`config.mk`:
```
export PLATFORM = sky130hd
export DESIGN_NAME = cam_write_ctrl
export DESIGN_NICKNAME = d
export VERILOG_FILES = /design/src/rtl/cam_ctrl_pkg.sv /design/src/rtl/cam_rr_arbiter.sv /design/src/rtl/priority_encoder.sv /design/src/rtl/cam_write_ctrl.sv
export SDC_FILE = /design/constraint.sdc
export NUM_CORES = 1
export LEC_CHECK = 0
export CORE_UTILIZATION = 44
export DETAILED_ROUTE_END_ITERATION = 7
export PLACE_DENSITY = 0.88
export SLEW_MARGIN = 40
export SYNTH_ARGS = -nofsm -noshare
export SYNTH_HDL_FRONTEND = slang
export SYNTH_SLANG_ARGS = --single-unit
```
`constraint.sdc`:
```
create_clock -name clk -period 3.64 [get_ports clk]
set_input_delay 0.728 -clock clk [delete_from_list [all_inputs] [get_ports clk]]
set_output_delay 0.728 -clock clk [all_outputs]
set_load 0.02 [all_outputs]
```
`src/rtl/cam_ctrl_pkg.sv`:
```
`default_nettype none
// ============================================================================
// Module      : cam_ctrl_pkg
// Description : Shared types and constants for the CAM write-side controller:
//               controller state encoding and the response status codes.
// Revision    : 1.0 - initial release
// ============================================================================
package cam_ctrl_pkg;

  // Write controller states
  typedef enum logic [2:0] {
    ST_IDLE  = 3'd0,  // arbitrate and accept one request
    ST_ISSUE = 3'd1,  // wait for CAM ready, pulse write enable
    ST_ARM   = 3'd2,  // CAM raises busy one cycle after enable
    ST_WAIT  = 3'd3,  // wait for CAM write to finish, commit bitmap
    ST_RESP  = 3'd4   // one-cycle completion pulse
  } cam_state_e;

  // Response status codes
  localparam logic [1:0] STATUS_OK      = 2'b00;
  localparam logic [1:0] STATUS_FULL    = 2'b01;
  localparam logic [1:0] STATUS_INVALID = 2'b10;

endpackage : cam_ctrl_pkg
`default_nettype wire

```
`src/rtl/cam_rr_arbiter.sv`:
```
`default_nettype none
// ============================================================================
// Module      : cam_rr_arbiter
// Description : Round-robin arbiter. The search starts at the internal
//               pointer; when i_advance is high the pointer moves to the
//               port after the current grant.
// Ports       : clk, rst_n        - clock, synchronous active-low reset
//               i_req            - per-port request
//               i_advance        - current grant was taken this cycle
//               o_grant          - one-hot grant (combinational)
//               o_grant_idx      - index of granted port
//               o_grant_valid    - some port is granted
// Revision    : 1.0 - initial release
// ============================================================================
module cam_rr_arbiter #(
  parameter int PORTS = 2
) (
  input  logic                                         clk,
  input  logic                                         rst_n,
  input  logic [PORTS-1:0]                             i_req,
  input  logic                                         i_advance,
  output logic [PORTS-1:0]                             o_grant,
  output logic [((PORTS > 1) ? $clog2(PORTS) : 1)-1:0] o_grant_idx,
  output logic                                         o_grant_valid
);

  localparam int IW = (PORTS > 1) ? $clog2(PORTS) : 1;
  localparam logic [IW:0] c_ports = (IW + 1)'(PORTS);

  logic [IW-1:0]      r_ptr;
  logic [2*PORTS-1:0] w_req_dbl;
  logic [PORTS-1:0]   w_req_rot;
  logic [IW-1:0]      w_off;
  logic [IW:0]        w_sum;
  logic [IW:0]        w_ptr_sum;
  logic [IW-1:0]      w_ptr_next;

  // Rotate the request vector so the pointer position lands on bit 0;
  // the lowest set bit of the rotated vector is then the round-robin winner.
  always_comb begin
    w_req_dbl     = {i_req, i_req};
    w_req_rot     = PORTS'(w_req_dbl >> r_ptr);
    w_off         = '0;
    o_grant_valid = 1'b0;
    for (int i = PORTS - 1; i >= 0; i--) begin
      if (w_req_rot[i]) begin
        w_off         = IW'(i);
        o_grant_valid = 1'b1;
      end
    end
    // Undo the rotation: index = (ptr + offset) mod PORTS
    w_sum = {1'b0, r_ptr} + {1'b0, w_off};
    if (w_sum >= c_ports) w_sum = w_sum - c_ports;
    o_grant_idx = w_sum[IW-1:0];
    for (int i = 0; i < PORTS; i++) begin
      o_grant[i] = o_grant_valid && (o_grant_idx == IW'(i));
    end
  end

  always_comb begin
    w_ptr_sum = {1'b0, o_grant_idx} + (IW + 1)'(1);
    if (w_ptr_sum >= c_ports) w_ptr_next = '0;
    else                      w_ptr_next = w_ptr_sum[IW-1:0];
  end

  always_ff @(posedge clk) begin
    if (!rst_n) begin
      r_ptr <= '0;
    end else if (i_advance && o_grant_valid) begin
      r_ptr <= w_ptr_next;
    end
  end

endmodule : cam_rr_arbiter
`default_nettype wire

```
`src/rtl/priority_encoder.sv`:
```
`default_nettype none
// ============================================================================
// Module      : priority_encoder
// Description : Returns the index of the highest-priority set bit.
//               LSB_PRIORITY "HIGH" -> lowest set index wins,
//               otherwise the highest set index wins.
// Ports       : input_unencoded - request vector
//               output_valid    - at least one bit set
//               output_encoded  - index of winning bit (0 when none set)
// Revision    : 1.0 - initial release
// ============================================================================
module priority_encoder #(
  parameter int    WIDTH        = 4,
  parameter string LSB_PRIORITY = "LOW"
) (
  input  logic [WIDTH-1:0]                             input_unencoded,
  output logic                                         output_valid,
  output logic [((WIDTH > 1) ? $clog2(WIDTH) : 1)-1:0] output_encoded
);

  localparam int EW = (WIDTH > 1) ? $clog2(WIDTH) : 1;

  assign output_valid = |input_unencoded;

  generate
    if (LSB_PRIORITY == "HIGH") begin : g_lsb_first
      // Scan downwards so the last (lowest) set bit found wins.
      always_comb begin
        output_encoded = '0;
        for (int i = WIDTH - 1; i >= 0; i--) begin
          if (input_unencoded[i]) output_encoded = EW'(i);
        end
      end
    end else begin : g_msb_first
      // Scan upwards so the last (highest) set bit found wins.
      always_comb begin
        output_encoded = '0;
        for (int i = 0; i < WIDTH; i++) begin
          if (input_unencoded[i]) output_encoded = EW'(i);
        end
      end
    end
  endgenerate

endmodule : priority_encoder
`default_nettype wire

```
`src/rtl/cam_write_ctrl.sv`:
```
`default_nettype none
// ============================================================================
// Module      : cam_write_ctrl
// Description : Write-side controller for the BRAM CAM. Arbitrates insert and
//               delete requests from PORTS requesters onto the single CAM
//               write port, owns the occupancy bitmap, allocates the lowest
//               free address for inserts and sequences the CAM write
//               handshake (busy / enable).
// Ports       : clk, rst_n            clock, synchronous active-low reset
//               i_req_valid/o_req_ready  per-port request / accept pulse
//               i_req_delete          1 = delete, 0 = insert
//               i_req_data            insert key, port p at [p*DATA_WIDTH +:]
//               i_req_addr            delete address, port p at [p*ADDR_WIDTH +:]
//               o_resp_*              completion pulse, port, address, status
//               o_cam_write_*         CAM write port (addr/data/delete/enable)
//               i_cam_write_busy      CAM write busy
//               o_entry_valid         occupancy bitmap
//               o_entry_count, o_full occupied entries, table full
// Revision    : 1.0 - initial release
// ============================================================================
module cam_write_ctrl
  import cam_ctrl_pkg::*;
#(
  parameter int DATA_WIDTH = 64,
  parameter int ADDR_WIDTH = 5,
  parameter int PORTS      = 2
) (
  input  logic                                         clk,
  input  logic                                         rst_n,
  input  logic [PORTS-1:0]                             i_req_valid,
  output logic [PORTS-1:0]                             o_req_ready,
  input  logic [PORTS-1:0]                             i_req_delete,
  input  logic [PORTS*DATA_WIDTH-1:0]                  i_req_data,
  input  logic [PORTS*ADDR_WIDTH-1:0]                  i_req_addr,
  output logic                                         o_resp_valid,
  output logic [((PORTS > 1) ? $clog2(PORTS) : 1)-1:0] o_resp_port,
  output logic [ADDR_WIDTH-1:0]                        o_resp_addr,
  output logic [1:0]                                   o_resp_status,
  output logic [ADDR_WIDTH-1:0]                        o_cam_write_addr,
  output logic [DATA_WIDTH-1:0]                        o_cam_write_data,
  output logic                                         o_cam_write_delete,
  output logic                                         o_cam_write_enable,
  input  logic                                         i_cam_write_busy,
  output logic [2**ADDR_WIDTH-1:0]                     o_entry_valid,
  output logic [ADDR_WIDTH:0]                          o_entry_count,
  output logic                                         o_full
);

  localparam int PW      = (PORTS > 1) ? $clog2(PORTS) : 1;
  localparam int ENTRIES = 2**ADDR_WIDTH;
  localparam logic [ADDR_WIDTH:0] c_full_count = (ADDR_WIDTH + 1)'(ENTRIES);
  localparam logic [ADDR_WIDTH:0] c_count_one  = (ADDR_WIDTH + 1)'(1);

  // --------------------------------------------------------------------------
  // State and registers
  // --------------------------------------------------------------------------
  cam_state_e r_state;
  cam_state_e w_state_next;

  logic                  r_cap_delete;
  logic [DATA_WIDTH-1:0] r_cap_data;
  logic [ADDR_WIDTH-1:0] r_cap_addr;
  logic [PW-1:0]         r_cap_port;

  logic [ENTRIES-1:0]    r_entry_valid;
  logic [ADDR_WIDTH:0]   r_entry_count;

  logic [PW-1:0]         r_resp_port;
  logic [ADDR_WIDTH-1:0] r_resp_addr;
  logic [1:0]            r_resp_status;

  // --------------------------------------------------------------------------
  // Combinational control
  // --------------------------------------------------------------------------
  logic [PORTS-1:0]      w_grant;
  logic [PW-1:0]         w_grant_idx;
  logic                  w_grant_valid;

  logic                  w_sel_delete;
  logic [DATA_WIDTH-1:0] w_sel_data;
  logic [ADDR_WIDTH-1:0] w_sel_addr;

  logic                  w_free_valid;
  logic [ADDR_WIDTH-1:0] w_free_addr;

  logic                  w_accept;     // a request is taken this cycle
  logic                  w_launch;     // taken request proceeds to the CAM
  logic                  w_reject;     // taken request answered immediately
  logic [1:0]            w_reject_status;
  logic                  w_cam_we;
  logic                  w_commit;     // CAM write finished, update bitmap

  cam_rr_arbiter #(
    .PORTS (PORTS)
  ) u_arb (
    .clk           (clk),
    .rst_n         (rst_n),
    .i_req         (i_req_valid),
    .i_advance     (w_accept),
    .o_grant       (w_grant),
    .o_grant_idx   (w_grant_idx),
    .o_grant_valid (w_grant_valid)
  );

  // Lowest free entry = lowest zero bit of the occupancy bitmap.
  priority_encoder #(
    .WIDTH        (ENTRIES),
    .LSB_PRIORITY ("HIGH")
  ) u_free_enc (
    .input_unencoded (~r_entry_valid),
    .output_valid    (w_free_valid),
    .output_encoded  (w_free_addr)
  );

  // Route the granted port's request fields.
  always_comb begin
    w_sel_delete = 1'b0;
    w_sel_data   = '0;
    w_sel_addr   = '0;
    for (int p = 0; p < PORTS; p++) begin
      if (w_grant[p]) begin
        w_sel_delete = i_req_delete[p];
        w_sel_data   = i_req_data[p*DATA_WIDTH +: DATA_WIDTH];
        w_sel_addr   = i_req_addr[p*ADDR_WIDTH +: ADDR_WIDTH];
      end
    end
  end

  // --------------------------------------------------------------------------
  // FSM: state register
  // --------------------------------------------------------------------------
  always_ff @(posedge clk) begin
    if (!rst_n) r_state <= ST_IDLE;
    else        r_state <= w_state_next;
  end

  // --------------------------------------------------------------------------
  // FSM: next state and control strobes
  // --------------------------------------------------------------------------
  always_comb begin
    w_state_next    = r_state;
    w_accept        = 1'b0;
    w_launch        = 1'b0;
    w_reject        = 1'b0;
    w_reject_status = STATUS_OK;
    w_cam_we        = 1'b0;
    w_commit        = 1'b0;

    case (r_state)
      ST_IDLE: begin
        // rst_n gating keeps req_ready quiet while reset is held.
        if (rst_n && w_grant_valid) begin
          w_accept = 1'b1;
          if (!w_sel_delete) begin
            // No free entry is the same condition as o_full.
            if (!w_free_valid) begin
              w_reject        = 1'b1;
              w_reject_status = STATUS_FULL;
              w_state_next    = ST_RESP;
            end else begin
              w_launch     = 1'b1;
              w_state_next = ST_ISSUE;
            end
          end else if (!r_entry_valid[w_sel_addr]) begin
            w_reject        = 1'b1;
            w_reject_status = STATUS_INVALID;
            w_state_next    = ST_RESP;
          end else begin
            w_launch     = 1'b1;
            w_state_next = ST_ISSUE;
          end
        end
      end

      ST_ISSUE: begin
        // Also absorbs the CAM's init sweep after reset.
        if (!i_cam_write_busy) begin
          w_cam_we     = 1'b1;
          w_state_next = ST_ARM;
        end
      end

      // Busy is not yet visible the cycle after enable; skip checking it.
      ST_ARM: w_state_next = ST_WAIT;

      ST_WAIT: begin
        if (!i_cam_write_busy) begin
          w_commit     = 1'b1;
          w_state_next = ST_RESP;
        end
      end

      ST_RESP: w_state_next = ST_IDLE;

      default: w_state_next = ST_IDLE;
    endcase
  end

  // --------------------------------------------------------------------------
  // Datapath: request capture, occupancy bitmap, response registers
  // --------------------------------------------------------------------------
  always_ff @(posedge clk) begin
    if (!rst_n) begin
      r_cap_delete  <= 1'b0;
      r_cap_data    <= '0;
      r_cap_addr    <= '0;
      r_cap_port    <= '0;
      r_entry_valid <= '0;
      r_entry_count <= '0;
      r_resp_port   <= '0;
      r_resp_addr   <= '0;
      r_resp_status <= STATUS_OK;
    end else begin
      // The CAM write fields only change when a new write is launched, so
      // they stay stable from ISSUE through WAIT.
      if (w_launch) begin
        r_cap_delete <= w_sel_delete;
        r_cap_data   <= w_sel_data;
        r_cap_addr   <= w_sel_delete ? w_sel_addr : w_free_addr;
        r_cap_port   <= w_grant_idx;
      end

      if (w_reject) begin
        r_resp_port   <= w_grant_idx;
        r_resp_addr   <= w_sel_delete ? w_sel_addr : '0;
        r_resp_status <= w_reject_status;
      end

      if (w_commit) begin
        if (r_cap_delete) begin
          r_entry_valid[r_cap_addr] <= 1'b0;
          r_entry_count             <= r_entry_count - c_count_one;
        end else begin
          r_entry_valid[r_cap_addr] <= 1'b1;
          r_entry_count             <= r_entry_count + c_count_one;
        end
        r_resp_port   <= r_cap_port;
        r_resp_addr   <= r_cap_addr;
        r_resp_status <= STATUS_OK;
      end
    end
  end

  // --------------------------------------------------------------------------
  // Outputs
  // --------------------------------------------------------------------------
  assign o_req_ready        = w_grant & {PORTS{w_accept}};
  assign o_resp_valid       = (r_state == ST_RESP);
  assign o_resp_port        = r_resp_port;
  assign o_resp_addr        = r_resp_addr;
  assign o_resp_status      = r_resp_status;
  assign o_cam_write_addr   = r_cap_addr;
  assign o_cam_write_data   = r_cap_data;
  assign o_cam_write_delete = r_cap_delete;
  assign o_cam_write_enable = w_cam_we;
  assign o_entry_valid      = r_entry_valid;
  assign o_entry_count      = r_entry_count;
  assign o_full             = (r_entry_count == c_full_count);

endmodule : cam_write_ctrl
`default_nettype wire

```
==> results.json <==
{
  "status": "complete, no violations",
  "postCtsSetupBuffers": 0,
  "synth_commonest_cells": "dfxtp_1, a31oi_1, a22oi_1",
  "synth.area.top_cells": "dfxtp_1, a22oi_1, a31oi_1",
  "total_power_uw": 4504,
  "die_h_um": 123.4,
  "max_cap_violations": 0,
  "cp.arrival_ns": 2.75,
  "critPathSlowestCell": "clkdlybuf4s50_1",
  "fin_area_um2": 9839,
  "vias": 7330,
  "worstPathCellList": "clkdlybuf4s50_1, nor2_1, nor2_1, nand2_1, or2_2, nor2_1, clkdlybuf4s50_1",
  "p_leak_uw": 0.003223,
  "placementRows": 43,
  "globalplace.congestion": 0.9732,
  "drtIter0Drc": 898,
  "final_max_slew_viol_count": 0,
  "grt.total_usage_pct": 29.32,
  "cts_buffers": 17,
  "worstMarginPinSlew_ns": 0.7809,
  "cp_num_buf_inv": 2,
  "vias_per_cell": 6.385,
  "max_stage_delay_ns": 0.63,
  "clk_path_buf_depth": 2,
  "cts_tree": "built",
  "grt_overflow": 0,
  "relSlewSlack_pct": 47.54,
  "clk_latency_ns": 0.41,
  "fmax_mhz": 287.4,
  "crit_path_start_kind": "primary input",
  "dp_hpwl_um": 15590,
  "fp.coreArea_um2": 14150,
  "diodes": 0,
  "timing.critical_path.mode_cell": "nor2_1",
  "ant_nets": 0,
  "synth_flop_cell": "dfxtp_1",
  "wirelength_um": 22760,
  "cp_max_fo": 4,
  "start_util_pct": 45.81,
  "synth_edf_count": 0,
  "path_clk_slew_ns": 0.05,
  "endpoint_kind": "primary output",
  "path_class": "primary input to primary output",
  "finClkSkew_ns": 0.007571,
  "syn_area_per_cell_um2": 8.941,
  "synthDistinctLibCells": 65,
  "setup_viol": 0,
  "root_buffer": "clkbuf_16",
  "syn_nets": 875,
  "synth_area_um2": 6482,
  "hold_slack_ns": 0.4824,
  "ir_drop_mv": 0.3441,
  "die_w_um": 123.4,
  "final_hold_viol_count": 0,
  "ios": 266,
  "drc": 0,
  "postPlaceCellArea_um2": 9241,
  "synthToLayoutAreaGrowth_pct": 51.79,
  "dp_slack_ns": -0.006102,
  "grt_pass1_vias": 6555,
  "critPathTopFamily": "buffers and inverters",
  "cts.sinks": 121,
  "grt_first_pass_wirelength_um": 34440,
  "wl_per_cell_um": 19.83,
  "drive_gt1_share_pct": 11.36,
  "yosysTopAreaCell": "dfxtp_1",
  "fill_cells": 1057,
  "finalCritPeriodShare_pct": 95.59,
  "async_flop_share_pct": 0,
  "grt_max_degree": 73,
  "period_needed_ns": 3.480,
  "cts_resized": 0,
  "yosys_warnings": 0,
  "hold_path_class": "flop to flop",
  "nNetsFinal": 1106,
  "synth-seq-cells": 121,
  "cts_max_level": 4,
  "rsz0062_at_grt": "no",
  "drtPass1Iterations": 8,
  "synth_top_area_share_pct": 37.37,
  "required_ns": 2.91,
  "setup_slack_ns": 0.1604,
  "portBuffers": 265,
  "powerDensity_nw_per_um2": 457.8,
  "antenna_found_initial": 0,
  "yosysSeqAreaShare_pct": 37.37,
  "ctsHoldBuffers": 0,
  "final_core_util_pct": 69.54,
  "syn_inst": 725,
  "dieArea_um2": 15220,
  "synth.most_common_cell": "dfxtp_1"
}
tightest hold or removal path, stage by stage (launching register included):
cell	delay (ns)
dfxtp_1	0.31
o31ai_1	0.06
a21oi_1	0.06
cell families after synthesis:
kind of cell,synth area share [%]
XOR/XNOR,0.8106
AO/OA/AOI/OAI,42.60
AND/OR/NAND/NOR,9.323
flip-flops,37.37
adder cells (fa/ha/maj),1.235
multiplexers,0.4632
buffers and inverters,8.203
cell usage in the layout, fill, tap and decap left out, types with 3 or more instances in the layout:
cell type	count
and2_1	4
nor4_1	4
and3_1	5
a21oi_1	57
a2111oi_0	4
a221oi_1	9
o21ai_0	8
a22oi_1	66
clkbuf_8	4
nor2_1	19
xnor2_1	6
clkbuf_16	17
inv_1	21
or2_2	3
nand2b_1	5
nand2_1	33
clkinv_2	3
nand4_1	7
a211oi_2	27
clkdlybuf4s50_1	265
mux2i_1	3
dfxtp_1	121
nor3_1	9
buf_12	5
a31oi_1	71
nand3_1	10
a211oi_1	53
o2111ai_1	3
nor3b_2	4
clkbuf_1	3
buf_4	27
a32oi_1	5
a311oi_1	36
ha_1	4
stage by stage:
stage | std cells | TNS [ns]
6_report | 1148 | 0
2_1_floorplan | 725 | 0
4_1_cts | 1148 | 0
3_3_place_gp | 1116 | 0
3_5_place_dp | 1117 | -0.007069
5_1_grt | 1148 | 0
area by class of cell:
cell class	instances	area, um2	share of cell area, %
Clock buffer	24	491.7	4.997
Clock inverter	7	91.34	0.9283
Inverter	22	85.08	0.8647
Multi-Input combinational cell	497	3568	36.27
Sequential cell	121	2422	24.62
Tap cell	180	225.2	2.289
Timing Repair Buffer	297	2955	30.04
power by group:
group | switching, uW | internal [uW] | total (uW)
combinational | 690 | 604 | 1290
sequential | 97.6 | 1450 | 1550
clock | 589 | 1070 | 1660
final timing paths:
path             startpoint              endpoint  slack (ns)  cells past startpoint
max reg2reg     u_arb.r_ptr  o_cam_write_data[13]        0.74                     10
min              r_cap_port            r_cap_port        0.48                      2
min reg2reg      r_cap_port            r_cap_port        0.48                      2
max          i_req_valid[1]        o_req_ready[1]        0.16                      7
layer usage:
layer	vias to the layer above	routed length (um)	GRT usage, %	share of wire, %
li1	3363	-	-	-
met4	0	774	14.16	3.4
met1	3442	8891	36.17	39
met5	-	0	0	0
met3	64	2088	6.919	9.2
met2	461	11010	47.91	48
Power figures use the tool's default switching activity.
